File: src/rtl/md_pkg.sv
// rtl/md_pkg.sv - shared op codes, FSM states and latency helpers for md_sched
package md_pkg;

    typedef logic [2:0] md_op_t;

    localparam md_op_t MD_NONE  = 3'd0;
    localparam md_op_t MD_MULT  = 3'd1;
    localparam md_op_t MD_MULTU = 3'd2;
    localparam md_op_t MD_DIV   = 3'd3;
    localparam md_op_t MD_DIVU  = 3'd4;
    localparam md_op_t MD_MTLO  = 3'd5;
    localparam md_op_t MD_MTHI  = 3'd6;
    localparam md_op_t MD_ILL   = 3'd7;

    typedef enum logic [1:0] {
        ST_IDLE  = 2'd0,
        ST_ISSUE = 2'd1,
        ST_RUN   = 2'd2
    } md_state_e;

    // Busy-cycle count for an op; ops that do not occupy the unit return 0.
    function automatic int unsigned md_lat(input md_op_t op,
                                           input int unsigned mult_lat,
                                           input int unsigned div_lat);
        case (op)
            MD_MULT, MD_MULTU: return mult_lat;
            MD_DIV,  MD_DIVU:  return div_lat;
            default:           return 0;
        endcase
    endfunction

    function automatic logic md_is_long(input md_op_t op);
        return (op == MD_MULT) || (op == MD_MULTU) || (op == MD_DIV) || (op == MD_DIVU);
    endfunction

    function automatic int md_max(input int a, input int b);
        return (a > b) ? a : b;
    endfunction

endpackage

File: src/rtl/md_sched_if.sv
// rtl/md_sched_if.sv - pipeline <-> md_sched signal bundle
// master: pipeline side (drives D-stage op/read, stall_other, exc_flush)
// slave : md_sched (drives md_ctr, md_break, stall_md, busy, md_done, md_state)
interface md_sched_if;
    import md_pkg::*;

    md_op_t     d_md_op;
    logic       d_md_read;
    logic       stall_other;
    logic       exc_flush;
    md_op_t     md_ctr;
    logic       md_break;
    logic       stall_md;
    logic       busy;
    logic       md_done;
    logic [1:0] md_state;

    modport master (
        output d_md_op, d_md_read, stall_other, exc_flush,
        input  md_ctr, md_break, stall_md, busy, md_done, md_state
    );

    modport slave (
        input  d_md_op, d_md_read, stall_other, exc_flush,
        output md_ctr, md_break, stall_md, busy, md_done, md_state
    );
endinterface

File: src/rtl/md_lat_counter.sv
// rtl/md_lat_counter.sv - latency down-counter for the HI/LO unit model
// clk, reset : clock, synchronous active-high reset
// load_i     : load lat_i - 2 (first RUN cycle already accounts for ISSUE)
// dec_i      : decrement, saturating at zero
// lat_i      : total busy cycles of the op being started
// zero_o     : counter is zero
module md_lat_counter #(
    parameter int W = 4
) (
    input  logic        clk,
    input  logic        reset,
    input  logic        load_i,
    input  logic        dec_i,
    input  logic [31:0] lat_i,
    output logic        zero_o
);
    logic [W-1:0] cnt_q, cnt_d;

    always_comb begin
        cnt_d = cnt_q;
        if (load_i) begin
            // ISSUE is busy cycle 1 and the zero cycle is the last, hence -2.
            cnt_d = W'(lat_i - 32'd2);
        end else if (dec_i && (cnt_q != '0)) begin
            cnt_d = cnt_q - W'(1);
        end
    end

    always_ff @(posedge clk) begin
        if (reset) begin
            cnt_q <= '0;
        end else begin
            cnt_q <= cnt_d;
        end
    end

    assign zero_o = (cnt_q == '0);
endmodule

File: src/rtl/md_sched.sv
// rtl/md_sched.sv - multiply/divide scheduler: issue, busy tracking, D-stall, cancel
// clk, reset : clock, synchronous active-high reset
// md         : md_sched_if.slave (D-stage op/read, stall_other, exc_flush in;
//              md_ctr, md_break, stall_md, busy, md_done, md_state out)
module md_sched
    import md_pkg::*;
#(
    parameter int MULT_LAT = 5,
    parameter int DIV_LAT  = 10
) (
    input  logic          clk,
    input  logic          reset,
    md_sched_if.slave     md
);
    localparam int CNT_W = $clog2(md_max(MULT_LAT, DIV_LAT));

    md_state_e state_q, state_d;
    md_op_t    md_ctr_q, md_ctr_d;
    md_op_t    op_eff;
    logic      busy, stall_md, advance;
    logic      cnt_load, cnt_dec, cnt_zero;
    logic      md_break, md_done;

    always_comb begin
        // Op 7 is illegal and behaves exactly like "no MD op".
        op_eff   = (md.d_md_op == MD_ILL) ? MD_NONE : md.d_md_op;
        busy     = (state_q != ST_IDLE);
        stall_md = busy & ((op_eff != MD_NONE) | md.d_md_read);
        advance  = (op_eff != MD_NONE) & ~stall_md & ~md.stall_other & ~md.exc_flush;
        md_ctr_d = advance ? op_eff : MD_NONE;
    end

    always_comb begin
        state_d  = state_q;
        cnt_load = 1'b0;
        cnt_dec  = 1'b0;
        md_break = 1'b0;
        md_done  = 1'b0;
        case (state_q)
            ST_IDLE: begin
                // mtlo/mthi pulse md_ctr only; they never occupy the unit.
                if (advance && md_is_long(op_eff)) begin
                    state_d = ST_ISSUE;
                end
            end
            ST_ISSUE: begin
                if (md.exc_flush) begin
                    md_break = 1'b1;
                    state_d  = ST_IDLE;
                end else begin
                    cnt_load = 1'b1;
                    state_d  = ST_RUN;
                end
            end
            ST_RUN: begin
                // Committed: exc_flush no longer affects the op.
                if (cnt_zero) begin
                    md_done = 1'b1;
                    state_d = ST_IDLE;
                end else begin
                    cnt_dec = 1'b1;
                end
            end
            default: state_d = ST_IDLE;
        endcase
    end

    always_ff @(posedge clk) begin
        if (reset) begin
            state_q  <= ST_IDLE;
            md_ctr_q <= MD_NONE;
        end else begin
            state_q  <= state_d;
            md_ctr_q <= md_ctr_d;
        end
    end

    // In ISSUE, md_ctr_q still holds the op that was just issued, so it
    // selects the latency to load.
    md_lat_counter #(.W(CNT_W)) u_cnt (
        .clk    (clk),
        .reset  (reset),
        .load_i (cnt_load),
        .dec_i  (cnt_dec),
        .lat_i  (32'(md_lat(md_ctr_q, MULT_LAT, DIV_LAT))),
        .zero_o (cnt_zero)
    );

    assign md.md_ctr   = md_ctr_q;
    assign md.md_break = md_break;
    assign md.stall_md = stall_md;
    assign md.busy     = busy;
    assign md.md_done  = md_done;
    assign md.md_state = state_q;
endmodule

File: src/flat_wrapper.sv
// flat-port wrapper written by rule: the top's interface ports become plain ports
module md_sched_flat import md_pkg::*;
#(
    parameter int MULT_LAT = 5,
    parameter int DIV_LAT  = 10
)
  (clk, reset, md_d_md_op, md_d_md_read, md_stall_other, md_exc_flush, md_md_ctr, md_md_break, md_stall_md, md_busy, md_md_done, md_md_state);
  md_sched_if md_i ();
  input  logic clk;
  input  logic reset;
  input wire logic [$bits(md_i.d_md_op)-1:0] md_d_md_op;
  input wire logic [$bits(md_i.d_md_read)-1:0] md_d_md_read;
  input wire logic [$bits(md_i.stall_other)-1:0] md_stall_other;
  input wire logic [$bits(md_i.exc_flush)-1:0] md_exc_flush;
  output wire logic [$bits(md_i.md_ctr)-1:0] md_md_ctr;
  output wire logic [$bits(md_i.md_break)-1:0] md_md_break;
  output wire logic [$bits(md_i.stall_md)-1:0] md_stall_md;
  output wire logic [$bits(md_i.busy)-1:0] md_busy;
  output wire logic [$bits(md_i.md_done)-1:0] md_md_done;
  output wire logic [$bits(md_i.md_state)-1:0] md_md_state;
  assign md_i.d_md_op = md_d_md_op;
  assign md_i.d_md_read = md_d_md_read;
  assign md_i.stall_other = md_stall_other;
  assign md_i.exc_flush = md_exc_flush;
  assign md_md_ctr = md_i.md_ctr;
  assign md_md_break = md_i.md_break;
  assign md_stall_md = md_i.stall_md;
  assign md_busy = md_i.busy;
  assign md_md_done = md_i.md_done;
  assign md_md_state = md_i.md_state;
  md_sched #(.MULT_LAT(MULT_LAT), .DIV_LAT(DIV_LAT)) u_core (.clk(clk), .reset(reset), .md(md_i));
endmodule
File: config.mk
export PLATFORM = sky130hd
export DESIGN_NAME = md_sched_flat
export DESIGN_NICKNAME = d
export VERILOG_FILES = /design/src/rtl/md_pkg.sv /design/src/rtl/md_sched_if.sv /design/src/rtl/md_lat_counter.sv /design/src/rtl/md_sched.sv /design/src/flat_wrapper.sv
export SDC_FILE = /design/constraint.sdc
export NUM_CORES = 1
export LEC_CHECK = 0
export ABC_AREA = 1
export CELL_PAD_IN_SITES_DETAIL_PLACEMENT = 1
export CELL_PAD_IN_SITES_GLOBAL_PLACEMENT = 1
export CORE_UTILIZATION = 30
export CTS_CLUSTER_DIAMETER = 30
export DETAILED_ROUTE_END_ITERATION = 6
export GPL_TIMING_DRIVEN = 0
export MAX_ROUTING_LAYER = met4
export PLACE_DENSITY_LB_ADDON = 0.1
export SLEW_MARGIN = 30
export SYNTH_ARGS = -nofsm -noshare
export SYNTH_HDL_FRONTEND = slang
export SYNTH_SLANG_ARGS = --single-unit
File: constraint.sdc
create_clock -name clk -period 1.5 [get_ports clk]
set_input_delay 0.225 -clock clk [delete_from_list [all_inputs] [get_ports clk]]
set_output_delay 0.225 -clock clk [all_outputs]
set_load 0.02 [all_outputs]
# Word-level counts from Yosys, hierarchy flattened
# Index checks and enable logic that the tools add are counted.
# totals
ff_bits	9
input_bits	8
output_inout_bits	9
elab_cells	58
# op_classes
n_addsub	2
n_eq_ne	13
n_mux	16
bitwise	9
reduce_logical	15
# op_table
op	n
$eq 3x2->1 const B	4
$eq 3x3->1 const B	3
$mux 1	8
$mux 4	2
$pmux 4 s2	1
$eq 3x1->1 const B	2
$mux 2	3
$pmux 2 s3	1
$reduce_or 2->1	3
$and 1x1->1	4
$logic_not 4->1	1
$ne 2x1->1 const B	2
$not 1->1	4
$reduce_bool 2->1	2
$reduce_bool 4->1	1
$sub 4x1->4 const B	1
$sub 4x2->4 const B	1
$logic_or 1x1->1	3
$mux 3	1
$reduce_bool 3->1	1
$eq 2x1->1 const B	1
$eq 2x2->1 const B	1
$logic_and 1x1->1	2
$logic_not 2->1	1
2 further kinds	2

# Logic depth before layout (Yosys ltp)
# Gate-level depths: netlist of run 1.
# depth
word_depth	12
ltp_mapped	8
mapped_depth_nobuf	8

# By module
# Synthesis of run 1 repeated with hierarchy kept, for this count alone.
# hier_totals
cells_unflattened	90
hier_area_um2	629.4
# modules_own_cells
module	instances	cells_per_inst	area_per_inst_um2	seq_area_each_um2
md_lat_counter	1	43	339.1	80.1
md_sched	1	47	290.3	100.1

# Worst setup path before layout of run 1
# Ideal clock, no wire load.
# synth_timing
path_kind	reg2reg
start	register u_core.md_ctr_q[0] (netlist: u_core.md.md_ctr[0])
end	register u_core.u_cnt.cnt_q[2]
setup_time_ns	0.115
arrival_time_ns	1.257
t_required_ns	1.385
path_slack_ns	0.128
path_stages_with_launch	9
path_buffers	0
period_less_slack_ns	1.372
cell_sequence	dfxtp_1 a21oi_1 o21ai_1 inv_1 ha_1 nand2_1 nand2_1 nor2_1 nor2_1
# synth_between
elab_chain_len	5
elab_cells_between_ends	9
cone_classes	1 x add/sub; 4 x eq/ne; 2 x mux; 2 x reduce/logical
# synth_rtl
item	line_no	source
from (decl)	md_sched.sv:18	md_op_t md_ctr_q, md_ctr_d;
from (signal assigned)	md_sched.sv:74	md_ctr_q <= md_ctr_d;
$eq 3x2->1, or another cell as far along	md_pkg.sv:25	case (op)
$reduce_or 2->1	md_pkg.sv:25	
$pmux 4 s2 (*)	md_pkg.sv:25	
$sub 4x2->4 (*)	md_lat_counter.sv:23	cnt_d = W'(lat_i - 32'd2);
$mux 4 (*)	md_lat_counter.sv:21	if (load_i) begin
to (signal assigned)	md_lat_counter.sv:33	cnt_q <= cnt_d;
to (decl)	md_lat_counter.sv:17	logic [W-1:0] cnt_q, cnt_d;
# Mark *: on every way between the ends. The rest lies on a longest branch, timed or not.
# A chain may end at the register's enable or synchronous reset.

# Final worst setup path of run 1
# layout_timing
start	register u_core.state_q[1] (netlist: u_core.md.md_state[1])
end	output port md_md_state[1]
# layout_rtl
item	line_no	source
from (decl)	md_sched.sv:17	md_state_e state_q, state_d;
from (signal assigned)	md_sched.sv:73	state_q <= state_d;
to (decl)	flat_wrapper.sv:20	output wire logic [$bits(md_i.md_state)-1:0] md_md_state;
# No word-level cell between the ends.

==> results.cfg, run 1 <==
[run_status]
status = finished, final reports clean

[cts]
postCtsSetupBuffers = 0
clk_latency_ps = 260
numCtsBuffers = 3
cts_root_buf = clkbuf_4
h-tree-depth = 1
postCtsHoldBufs = 0
cts_buffer_depth = 2
cts_tree = built
clkTransAtPathRegs_ps = 60
cts.sink_count = 9

[worst_setup_path]
crit_required_ps = 1270
path_cells = clkdlybuf4s50_1
crit_start = u_core.md.md_state[1]
worstReg2RegStart = u_core.md.md_ctr[1]
worstPathMaxFanout = 3
cp_slowest_stage_delay_ps = 610
crit_buf_inv = 1
cp_data_arrival_time_ps = 1240
worstSetupStartpointType = register
slowest_stage = clkdlybuf4s50_1
end_kind = output pin
path_class = reg -> out
critPathTopFamily = buffers and inverters

[sta]
setup_viol = 0
final-hold-violation-count = 0
tightest_slew_ps = 252
slew_headroom_pct = 83.1
hold_slack_ps = 384
period_needed_ps = 1470
skew_ps = 5.38
fmax_mhz = 682
rsz0062_at_grt = true
fin_crit_sh_pct = 97.8
slew_violations = 0

[floorplan]
core_um2 = 1730
rows = 15
die_h_um = 45.1
die_w_um = 45.1
io_pins = 17
start_util_pct = 32.3
dieArea_um2 = 2040

[placed_design]
place_congestion = 0.732
hpwl_um = 1070
portBuffers = 16
dp.cells = 124

[yosys]
synth_cell_types = 19
syn_inst = 83
yosysTopAreaCell = dfxtp_1
synth-seq-cells = 9
synth-seq-area-share_pct = 32.3
syn_area_per_cell_um2 = 6.72
synth_enable_flop_cells = 0
yosysWarnings = 0
syn-num-nets = 94
synth_area_leaders = dfxtp_1, nand2_1, nor2_1
synth_top_area_share_pct = 32.3
synth-main-ff-cell = dfxtp_1
synth_area_um2 = 558
synthArstFlopShare_pct = 0

[layout]
finalNonFillerCells = 128
utilization_pct = 45.7
regArea_um2 = 181
final_layout_size_suffix_gt1_share_pct = 21.4
num_antenna_cells = 0
fillers = 230
area_growth_pct = 41.3
multi_input_area_um2 = 343
nNetsFinal = 115

[global_route]
grt.total_usage_pct = 16.0
antenna_found_initial = 0
gr-total-overflow = 0
grt_pass1_vias = 570
grt_max_degree = 7
grt_pass1_wl_um = 2260

[route]
routedWlPerCell_um = 10.2
drt_iter0_markers = 3
drcViolationCount = 0
routed_via_density = 4.45
vias = 570
finalWirelength_um = 1310
dr.pass1.iters = 4
detail-route-antenna-nets = 0

[hold_path]
min-delay-start = md_d_md_op[1]
hold_path.class = in -> reg

[power_and_ir_drop]
vdd_drop_max_mv = 0.306
leakage_uw = 0.000394
p_per_area_nw_per_um2 = 683

[job]
max_cap_violations = 0
synth_stat cells, types with 2 or more instances:
| cell | count |
|---|---|
| nand2_1 | 16 |
| nor2_1 | 15 |
| o21ai_0 | 3 |
| nand2_2 | 3 |
| o21ai_1 | 3 |
| xor2_1 | 2 |
| nand3_1 | 3 |
| inv_1 | 13 |
| inv_2 | 2 |
| dfxtp_1 | 9 |
| a21oi_1 | 4 |
| ha_1 | 3 |
metrics by stage:
step                setup TNS (ps)  power (uW)  instance area, um2  setup slack [ps]
floorplan                        0         308                 558               128
global placement              -910         353                 749              -447
detailed placement            -991         355                 749              -467
CTS                              0         547                 773              5.23
global route                 -16.5         568                 788             -16.5
finish                           0         538                 788              33.5
state kept, by name, indices dropped and copies added, names as in the netlist:
signal and flops:
u_core.u_cnt.cnt_q 4, u_core.md.md_ctr 3, u_core.md.md_state 2
cell type report:
class	count	share of cell area (%)
Multi-Input combinational cell	59	43.5
Sequential cell	9	23.0
Timing Repair Buffer	16	19.0
Inverter	15	7.14
Tap cell	25	3.97
Clock buffer	4	3.33
worst register-to-register path, stage by stage, from the launching register on:
cell and delay, ps:
dfxtp_1 370, a21oi_1 100, o21ai_1 140, inv_1 80, ha_1 300, nand2_1 70
nand2_1 50, nor2_1 100, nor2_1 40
timing repair:
| item | CTS | global route |
|---|---|---|
| endpoints found under the setup margin | 5 | 3 |
| gates resized for setup | 24 | 4 |
| pin swaps | 1 | 1 |
| endpoints found under the hold margin | 0 | 0 |
per-layer routing:
metal | global-route usage, % | up-vias | routed length (um)
met3 | 4.80 | 0 | 42
met2 | 29.3 | 13 | 722
li1 | - | 296 | -
met5 | - | - | 0
met4 | 5.45 | 0 | 0
met1 | 15.8 | 261 | 544
final timing paths:
check,slack (ps),to,depth (start not counted)
setup / recovery,30,md_md_state[1],1
hold / removal,380,u_core.md.md_ctr[1],3
setup reg to reg,150,u_core.u_cnt.cnt_q[2],8
hold reg to reg,500,u_core.u_cnt.cnt_q[1],2
power breakdown:
group / switching (uW) / total [uW] / internal, uW / leakage, uW
Combinational: 53.2 / 97.2 / 44.0 / 0.000305
Sequential: 6.31 / 251 / 245 / 0.0000733
Clock: 87.0 / 190 / 103 / 0.0000150
Total: 146 / 538 / 392 / 0.000394
logic make-up (layout without fill, tap and decap cells):
| family | after synthesis | after routing | synth area share, % |
|---|---|---|---|
| xor gates and xnor gates | 2 | 2 | 3.14 |
| buffers and inverters | 15 | 35 | 10.1 |
| and+or+nand+nor | 42 | 42 | 36.1 |
| DFF | 9 | 9 | 32.3 |
| AOI/OAI and AO/OA | 12 | 12 | 11.7 |
| adders and majority gates | 3 | 3 | 6.73 |
cell usage in the layout, fill, tap and decap left out, drive strengths merged:
| cell type | Yosys | final |
|---|---|---|
| a21oi | 4 | 4 |
| buf | 0 | 2 |
| clkbuf | 0 | 4 |
| clkdlybuf4s15 | 0 | 1 |
| clkdlybuf4s50 | 0 | 6 |
| dfxtp | 9 | 9 |
| dlygate4sd2 | 0 | 5 |
| dlymetal6s2s | 0 | 2 |
| ha | 3 | 3 |
| inv | 15 | 15 |
| nand2 | 19 | 19 |
| nand3 | 4 | 4 |
| nor2 | 16 | 16 |
| nor3 | 1 | 1 |
| nor4 | 1 | 1 |
| o21a | 1 | 1 |
| o21ai | 6 | 6 |
| o21bai | 1 | 1 |
| or2 | 1 | 1 |
| xor2 | 2 | 2 |
No activity file was read; power rests on OpenSTA's default activity.
==> run 2: changes to the inputs <==
Settings changed: SKIP_CTS_REPAIR_TIMING set to 1.
==> results.cfg, run 2 (synthesized netlist as in run 1, its figures left out) <==
[run_status]
status = finished with violations
failed_checks = negative setup slack

[cts]
cts.sink_count = 9
h-tree-depth = 1
clk_latency_ps = 260
cts_tree = built
cts_buffer_depth = 2
numCtsBuffers = 3
cts_root_buf = clkbuf_4
clkTransAtPathRegs_ps = 60

[power_and_ir_drop]
power.internal_uw = 396
vdd_drop_max_mv = 0.307
power_frac_clock_pct = 35.2
power_switching_uw = 145
p_seq_share_pct = 46.5
combPwrFrac_pct = 18.3
swShare_pct = 26.9
leakage_uw = 0.000449
p_per_area_nw_per_um2 = 675
total_power_uw = 541

[global_route]
antenna_found_initial = 0
grt_pass1_vias = 559
grt_max_degree = 7
gr-total-overflow = 0
grt_pass1_wl_um = 2190
grt.total_usage_pct = 15.5

[route]
drcViolationCount = 0
met1_length_um = 555
drt_iter0_markers = 3
detail-route-antenna-nets = 0
wl_met2_um = 735
dr.pass1.iters = 4
wl_met3_um = 40
routed_via_density = 4.45
finalWirelength_um = 1330
routedWlPerCell_um = 10.4
top_layer = met3
vias = 569

[worst_setup_path]
cp_common_cell = nand2_1
worstSetupStartpointType = input pin
crit_required_ps = 1270
end_kind = output pin
cp_slowest_stage_delay_ps = 490
crit_buf_inv = 3
worstRegToRegCells = 8
slowest_stage = clkdlybuf4s50_1
worstPathMaxFanout = 3
worstReg2RegStart = u_core.md.md_ctr[1]
path_class = in -> out
r2r_slack_ps = 140
path_cells = clkdlybuf4s50_1 > nand2_1 > nand2_1 > o21ai_1 > o21ai_0 > inv_1 > dlymetal6s2s_1
r2r-end = u_core.u_cnt.cnt_q[2]
critPathTopFamily = buffers and inverters
cp_data_arrival_time_ps = 1360

[floorplan]
start_util_pct = 32.3
dieArea_um2 = 2040
die_h_um = 45.1
core_um2 = 1730
io_pins = 17
die_w_um = 45.1
rows = 15

[layout]
area_growth_pct = 43.7
largest_reg_flops = 4
finalNonFillerCells = 128
top_register = u_core.u_cnt.cnt_q
final_cell_area_um2 = 802
final_cell_mix = nand2_1, nor2_1, inv_1, clkdlybuf4s50_1
num_antenna_cells = 0
layout_commonest_cell = nand2_1
fillers = 228
nNetsFinal = 115
final_layout_size_suffix_gt1_share_pct = 18.4

[hold_path]
hold_path.class = reg -> reg
worstHoldEndpoint = u_core.u_cnt.cnt_q[1]
min-delay-start = u_core.u_cnt.cnt_q[1]
worstHoldPathCells = 2

[sta]
fin_crit_sh_pct = 106
setup_viol = 1
hold_slack_ps = 481
rsz0062_at_grt = true
tightest_slew_ps = 262
fmax_mhz = 631
period_needed_ps = 1590
layout_setup_ws_ps = -85.1
final-hold-violation-count = 0
slew_violations = 0
skew_ps = 6.33
slew_headroom_pct = 82.5

[placed_design]
place_ws_ps = -467
place_congestion = 0.732
portBuffers = 16
place_area_um2 = 749
hpwl_um = 1070
dp.cells = 124

[job]
max_cap_violations = 0
[run 2: changes by cell type in the layout (fill, tap and decap cells not counted)]
cell / before / now
nor2_1: 14 / 15
nand2_2: 4 / 3
dlygate4sd2_1: 5 / 0
clkdlybuf4s15_2: 1 / 0
dlymetal6s2s_1: 2 / 6
nor2_2: 2 / 1
dfxtp_2: 1 / 3
o21ai_2: 1 / 0
clkdlybuf4s50_1: 6 / 9
o21ai_0: 2 / 3
buf_2: 2 / 1
dfxtp_1: 8 / 6
nand2_1: 15 / 16
[run 2: worst reg2reg max path, stage by stage, from the launching register on]
cell and delay, ps:
dfxtp_1 370, a21oi_1 100, o21ai_1 140, inv_1 80, ha_1 300, nand2_1 70
nand2_1 50, nor2_1 100, nor2_1 40
[run 2: cell type report]
type	count	area, um2	area share [%]
multi-input cells	59	334	41.7
well taps	25	31.3	3.90
flip-flops and latches	9	184	22.9
inverters	15	56.3	7.02
repair buffers	16	170	21.2
clock buffers	4	26.3	3.28
[run 2: worst max-delay path by stage]
stage                          start               endpoint  slack (ps)  cells past startpoint
3_5_place_dp           md_d_md_op[1]            md_stall_md        -470                      6
6_report               md_d_md_op[1]            md_stall_md         -90                      7
2_1_floorplan    u_core.md.md_ctr[0]  u_core.u_cnt.cnt_q[2]         130                      8
5_1_grt                md_d_md_op[0]            md_stall_md        -230                      6
3_3_place_gp           md_d_md_op[1]            md_stall_md        -450                      6
4_1_cts        u_core.u_cnt.cnt_q[0]             md_md_done        -490                      5
[run 2: per-layer routing]
layer,up-vias,GRT usage [%]
met1,260,15.8
met4,0,5.45
li1,296,-
met5,-,-
met2,13,27.5
met3,0,4.80
[run 2: through the flow]
stage               setup TNS, ps  util (%)
global route                 -232      46.4
detailed placement           -991      43.4
floorplan                       0         -
global placement             -910      43.4
finish                      -85.1      46.4
CTS                         -1610      44.9
[run 2: power by group through the flow]
stage          logic [uW]  registers [uW]  clock network (uW)
2_1_floorplan        49.6             259                   0
4_1_cts              99.5             251                 198
5_1_grt               110             253                 207
3_5_place_dp         98.8             257                   0
3_3_place_gp         96.6             256                   0
6_report             98.8             252                 190
